--- src/rtl/psum_ofifo.sv ---
// psum_ofifo: output FIFO behind the MAC array.
// Each column is pushed independently as its psum arrives (skewed by the
// wavefront). All columns share one read pointer, so a pop always returns
// one re-aligned row of col partial sums.
module psum_ofifo #(
  parameter int col     = 8,
  parameter int psum_bw = 16,
  parameter int depth   = 16
) (
  input  logic                   clk,
  input  logic                   reset,
  input  logic [psum_bw*col-1:0] in,
  input  logic [col-1:0]         wr,
  input  logic                   rd,
  output logic [psum_bw*col-1:0] out,
  output logic                   o_valid,
  output logic                   o_full,
  output logic                   o_ready,
  output logic                   o_ovf
);

  // Pointers carry one extra wrap bit so that full and empty are distinguishable.
  localparam int AW = (depth > 1) ? $clog2(depth) : 1;
  localparam int PW = AW + 1;

  logic [PW-1:0]          r_wrPtr [col];
  logic [PW-1:0]          r_rdPtr;
  logic [psum_bw-1:0]     r_mem   [col][depth];
  logic [psum_bw*col-1:0] r_out;
  logic                   r_ovf;

  logic [PW-1:0]          w_count [col];
  logic [col-1:0]         w_empty;
  logic [col-1:0]         w_full;
  logic [col-1:0]         w_push;
  logic [col-1:0]         w_drop;
  logic                   w_valid;
  logic                   w_pop;

  // Per-column occupancy and write qualification, all judged from pre-edge pointers.
  always_comb begin
    w_empty = '0;
    w_full  = '0;
    w_push  = '0;
    w_drop  = '0;
    for (int c = 0; c < col; c++) begin
      w_count[c] = r_wrPtr[c] - r_rdPtr;
      w_empty[c] = (w_count[c] == '0);
      w_full[c]  = (w_count[c] == PW'(depth));
      w_push[c]  = wr[c] & ~w_full[c];
      w_drop[c]  = wr[c] & w_full[c];
    end
  end

  assign w_valid = &(~w_empty);
  assign w_pop   = rd & w_valid;

  assign out     = r_out;
  assign o_valid = w_valid;
  assign o_full  = |w_full;
  assign o_ready = ~(|w_full);
  assign o_ovf   = r_ovf;

  // Pointer advance, registered row output and sticky overflow flag.
  always_ff @(posedge clk or negedge reset) begin
    if (!reset) begin
      for (int c = 0; c < col; c++) begin
        r_wrPtr[c] <= '0;
      end
      r_rdPtr <= '0;
      r_out   <= '0;
      r_ovf   <= 1'b0;
    end else begin
      for (int c = 0; c < col; c++) begin
        if (w_push[c]) begin
          r_wrPtr[c] <= r_wrPtr[c] + PW'(1);
        end
      end
      if (w_pop) begin
        r_rdPtr <= r_rdPtr + PW'(1);
        for (int c = 0; c < col; c++) begin
          r_out[c*psum_bw +: psum_bw] <= r_mem[c][r_rdPtr[AW-1:0]];
        end
      end
      if (|w_drop) begin
        r_ovf <= 1'b1;
      end
    end
  end

  // Storage array; no reset needed since pointers gate every read.
  always_ff @(posedge clk) begin
    for (int c = 0; c < col; c++) begin
      if (w_push[c]) begin
        r_mem[c][r_wrPtr[c][AW-1:0]] <= in[c*psum_bw +: psum_bw];
      end
    end
  end

endmodule

--- config.mk ---
export PLATFORM = sky130hd
export DESIGN_NAME = psum_ofifo
export DESIGN_NICKNAME = d
export VERILOG_FILES = /design/src/rtl/psum_ofifo.sv
export SDC_FILE = /design/constraint.sdc
export NUM_CORES = 2
export LEC_CHECK = 0
export CORE_MARGIN = 2
export CORE_UTILIZATION = 50
export CTS_BUF_LIST = sky130_fd_sc_hd__clkbuf_8
export DETAILED_ROUTE_END_ITERATION = 6
export PLACE_DENSITY_LB_ADDON = 0.15
export SETUP_SLACK_MARGIN = 0.2
export SLEW_MARGIN = 5
export SYNTH_ARGS = -nofsm -noshare
export SYNTH_HDL_FRONTEND = slang
export SYNTH_SLANG_ARGS = --single-unit
--- constraint.sdc ---
create_clock -name clk -period 5.4 [get_ports clk]
set_input_delay 0.81 -clock clk [delete_from_list [all_inputs] [get_ports clk]]
set_output_delay 0.81 -clock clk [all_outputs]
set_load 0.03 [all_outputs]
==> reports/metrics.yaml <==
logic_synthesis:
  post_synth_instance_area_um2: 86100
  synthesized_area_fraction_occupied_by_and_or_nand_nor_cells_pct: 1.50
  postSynthNetCount: 3863
  synthXorXnorAreaFrac_pct: 0.529
  ys_seq_elements: 2222
  synth_mux_area_share_pct: 18.9
  yosys-top-cells-area: "sky130_fd_sc_hd__edfxtp_1 71%, sky130_fd_sc_hd__mux4_2 17%, sky130_fd_sc_hd__dfrtp_1 5.1%, sky130_fd_sc_hd__mux2_4 1.7%, sky130_fd_sc_hd__ha_1 0.94%"
  synth-seq-area-share_pct: 76.5
  synthesized_area_fraction_occupied_by_adder_cells_pct: 0.944
  synth_cell_type_count: 41
  synth_area_per_cell_um2: 23.5
  instance_count_of_the_mapped_netlist: 3659
  synth_top_family_by_area: "multiplexers"
  number_of_flops_mapped_to_enable_cells_by_yosys: 2048
  synth_flop_cell: "sky130_fd_sc_hd__edfxtp_1"
  synth-compound-area-share_pct: 0.671
  post-synth-top-area-fraction_pct: 71.4
  ys.warnings.count: 0
  yosys.area.top_type: "sky130_fd_sc_hd__edfxtp_1"
  asyncSetResetFlopFracSynth_pct: 7.83
detailed_routing:
  route.final.wire_length_um: 189000
  routed_via_density: 5.72
  route.antenna.remaining_nets: 0
  drt_drc_violations_left: 0
  drt_pass1_iterations: 5
  routed-via-count: 39364
  detail_route.iter0.violations: 3235
  wire_per_inst_um: 27.5
sta:
  period_minus_slack_ps: 4900
  timing_worst_slew_pin_value_ps: 1170
  setup-violations-final: 0
  hold_viol_final: 0
  max-slew-margin-rel_pct: 22.1
  finalClockSkew_ps: 67.8
  finalSetupTns_ps: 0
  post-route-period-util_pct: 90.7
  rsz0062_at_grt: "false"
  max_transition_viols_final: 0
  max_freq_ghz: 0.204
setup_path:
  r2r.worst_path.cells: 11
  cp_top_family: "simple AND/OR/NAND/NOR gates"
  timing.critical_path.cells: "inv_1 > ha_1 > and3b_1 > or3_1 > a211oi_1 > nand3_1 > nand4_1 > nor2_1 > buf_4 > inv_1 > buf_12"
  arrival_ps: 4090
  timing.critical_path.fanout_max: 9
  cp_num_buf_inv: 4
  setup.worst_path.start_class: "flip-flop"
  cp.required_ps: 4590
  critical_path.startpoint: "r_rdPtr[2]$_DFFE_PN0P_"
  crit_path_top_delay_cell: "sky130_fd_sc_hd__dfrtp_4"
  critical_path.reg2reg.startpoint: "r_rdPtr[2]$_DFFE_PN0P_"
  critical_path_class: "flip-flop to primary output"
  max_stage_delay_ps: 490
  critical_path_cell_count: 11
  endpoint_kind: "primary output"
  critical_path.most_common_cell: "sky130_fd_sc_hd__inv_1"
die:
  die_h_um: 419
  io-pin-count: 271
  total_die_area_um2: 176000
  floorplan.core_area_um2: 171000
  die_w_um: 419
  floorplan.rows: 152
  initial_core_util_pct: 50.3
grt:
  maximum_number_of_pins_on_one_net_before_global_route_repair: 159
  antenna_violations_before_repair: 24
  vias_in_the_first_global_route: 41163
  track_usage_pct: 21.8
  grt_first_pass_wirelength_um: 278000
  grt-ovfl-total: 0
clock_network:
  clock_transition_at_path_regs_ps: 60
  cts_tree: "yes"
  tritoncts_num_sinks: 2222
  cts.path.max_buffers: 4
  cts_inserted_buffers: 370
  post_cts_setup_bufs: 0
  cts.htree.levels: 5
  cts_root_buffer_type: "sky130_fd_sc_hd__clkbuf_8"
  insertion_delay_ps: 1050
place:
  place.gp.congestion: 0.749
  buffer_ports.inserted: 270
  post-dp-hpwl_um: 104000
flow_run:
  cap_violations: 0
final_layout:
  num-nets-final: 4483
  syn2layout_area_growth_pct: 15.5
  mostFrequentLayoutCells: "2048 x sky130_fd_sc_hd__edfxtp_1, 640 x sky130_fd_sc_hd__mux4_2, 405 x sky130_fd_sc_hd__clkbuf_8"
  final_common_cell: "sky130_fd_sc_hd__edfxtp_1"
  layout_cell_share_with_drive_strength_beyond_1_pct: 33.1
run_status:
  status: "complete, no violations"
pwr:
  p_total_mw: 55.3
  power_per_cell_area_nw_per_um2: 555
  power.ir.vdd_worst_uv: 614
  p_leak_nw: 33.0
worst_hold_path:
  min-delay-path-class: "input port to async pin"
registers in the layout, indices dropped and copies added (netlist names):
signal and cells:
r_rdPtr 5, r_mem 2048, o_ovf 1, out 128, r_wrPtr 40
synthesized netlist by cell type (8+ instances only):
| cell type | number |
|---|---|
| sky130_fd_sc_hd__clkbuf_1 | 96 |
| sky130_fd_sc_hd__dfrtp_1 | 174 |
| sky130_fd_sc_hd__edfxtp_1 | 2048 |
| sky130_fd_sc_hd__and3b_1 | 8 |
| sky130_fd_sc_hd__a21o_1 | 16 |
| sky130_fd_sc_hd__nand3_1 | 11 |
| sky130_fd_sc_hd__mux2_4 | 100 |
| sky130_fd_sc_hd__mux2_1 | 29 |
| sky130_fd_sc_hd__buf_1 | 25 |
| sky130_fd_sc_hd__buf_2 | 41 |
| sky130_fd_sc_hd__nor3_1 | 34 |
| sky130_fd_sc_hd__nor2_1 | 100 |
| sky130_fd_sc_hd__mux4_2 | 640 |
| sky130_fd_sc_hd__buf_6 | 11 |
| sky130_fd_sc_hd__or3_1 | 14 |
| sky130_fd_sc_hd__nand4_1 | 11 |
| sky130_fd_sc_hd__nand2_1 | 58 |
| sky130_fd_sc_hd__nand2b_1 | 16 |
| sky130_fd_sc_hd__nor2b_1 | 16 |
| sky130_fd_sc_hd__inv_1 | 28 |
| sky130_fd_sc_hd__ha_1 | 65 |
| sky130_fd_sc_hd__xor2_1 | 13 |
| sky130_fd_sc_hd__xnor2_1 | 39 |
| sky130_fd_sc_hd__o21ai_0 | 17 |
worst register-to-register path, cell delays in order, from the launching register on:
cell	delay (ps)
sky130_fd_sc_hd__dfrtp_4	490
sky130_fd_sc_hd__inv_1	380
sky130_fd_sc_hd__ha_1	370
sky130_fd_sc_hd__and3b_1	200
sky130_fd_sc_hd__o21ai_0	210
sky130_fd_sc_hd__a211oi_2	120
sky130_fd_sc_hd__a21bo_1	230
sky130_fd_sc_hd__nand4_2	200
sky130_fd_sc_hd__nor3_4	250
sky130_fd_sc_hd__buf_12	510
sky130_fd_sc_hd__buf_4	730
sky130_fd_sc_hd__mux2_4	400
final timing paths:
kind,endpoint,slack [ps]
min reg2reg,r_wrPtr[19]$_DFFE_PN0P_,490
max reg2reg,out[23]$_DFFE_PN0P_,1220
max in group asynchronous,out[96]$_DFFE_PN0P_,3850
min in group clk,r_wrPtr[19]$_DFFE_PN0P_,490
max,o_full,500
min,out[21]$_DFFE_PN0P_,380
per-stage QoR:
stage | hold slack (ps) | utilization [%] | setup WS, ps | cells | cell area, um2
after global placement | 477 | 54.1 | 1200 | 6216 | 92700
after CTS | 327 | 58.0 | 357 | 6875 | 99400
after floorplan | 460 | - | 858 | 3659 | 86100
final | 381 | 58.0 | 500 | 6881 | 99500
after global routing | 397 | 58.0 | 295 | 6880 | 99500
after detailed placement | 480 | 54.1 | 1130 | 6216 | 92700
where the power goes:
part	internal (mW)	total [mW]	switching [mW]
Combinational	9.45	19.2	9.78
Sequential	21.3	22.4	1.17
Clock	7.12	13.6	6.47
Total	37.8	55.3	17.4
per-layer routing:
| metal | GRT usage, % | part of all wire, % |
|---|---|---|
| met5 | 0 | 0.042 |
| met3 | 3.95 | 5.1 |
| met1 | 30.3 | 42 |
| met2 | 35.7 | 50 |
| met4 | 6.47 | 2.3 |
cell type report:
cell class / instances / area [um2]
antenna: 6 / 15.0
clock buffer: 405 / 5570
inverter: 29 / 116
timing repair buffer: 422 / 4020
clock inverter: 253 / 1190
tap: 2310 / 2890
sequential: 2222 / 65900
multi-input combinational: 1234 / 19800
fill: 12497 / 71900
kinds of logic after synthesis:
| kind of cell | after synthesis |
|---|---|
| buffers and inverters | 203 |
| XOR/XNOR | 52 |
| multiplexers | 769 |
| AO/OA/AOI/OAI | 75 |
| adder cells (fa/ha/maj) | 65 |
| flip-flops | 2222 |
| AND/OR/NAND/NOR | 273 |
repair_timing:
action,4_1_cts,5_1_grt
gates resized for setup,0,0
hold buffers,1,0
hold endpoints to repair,68,0
(Power assumes the default switching activity.)
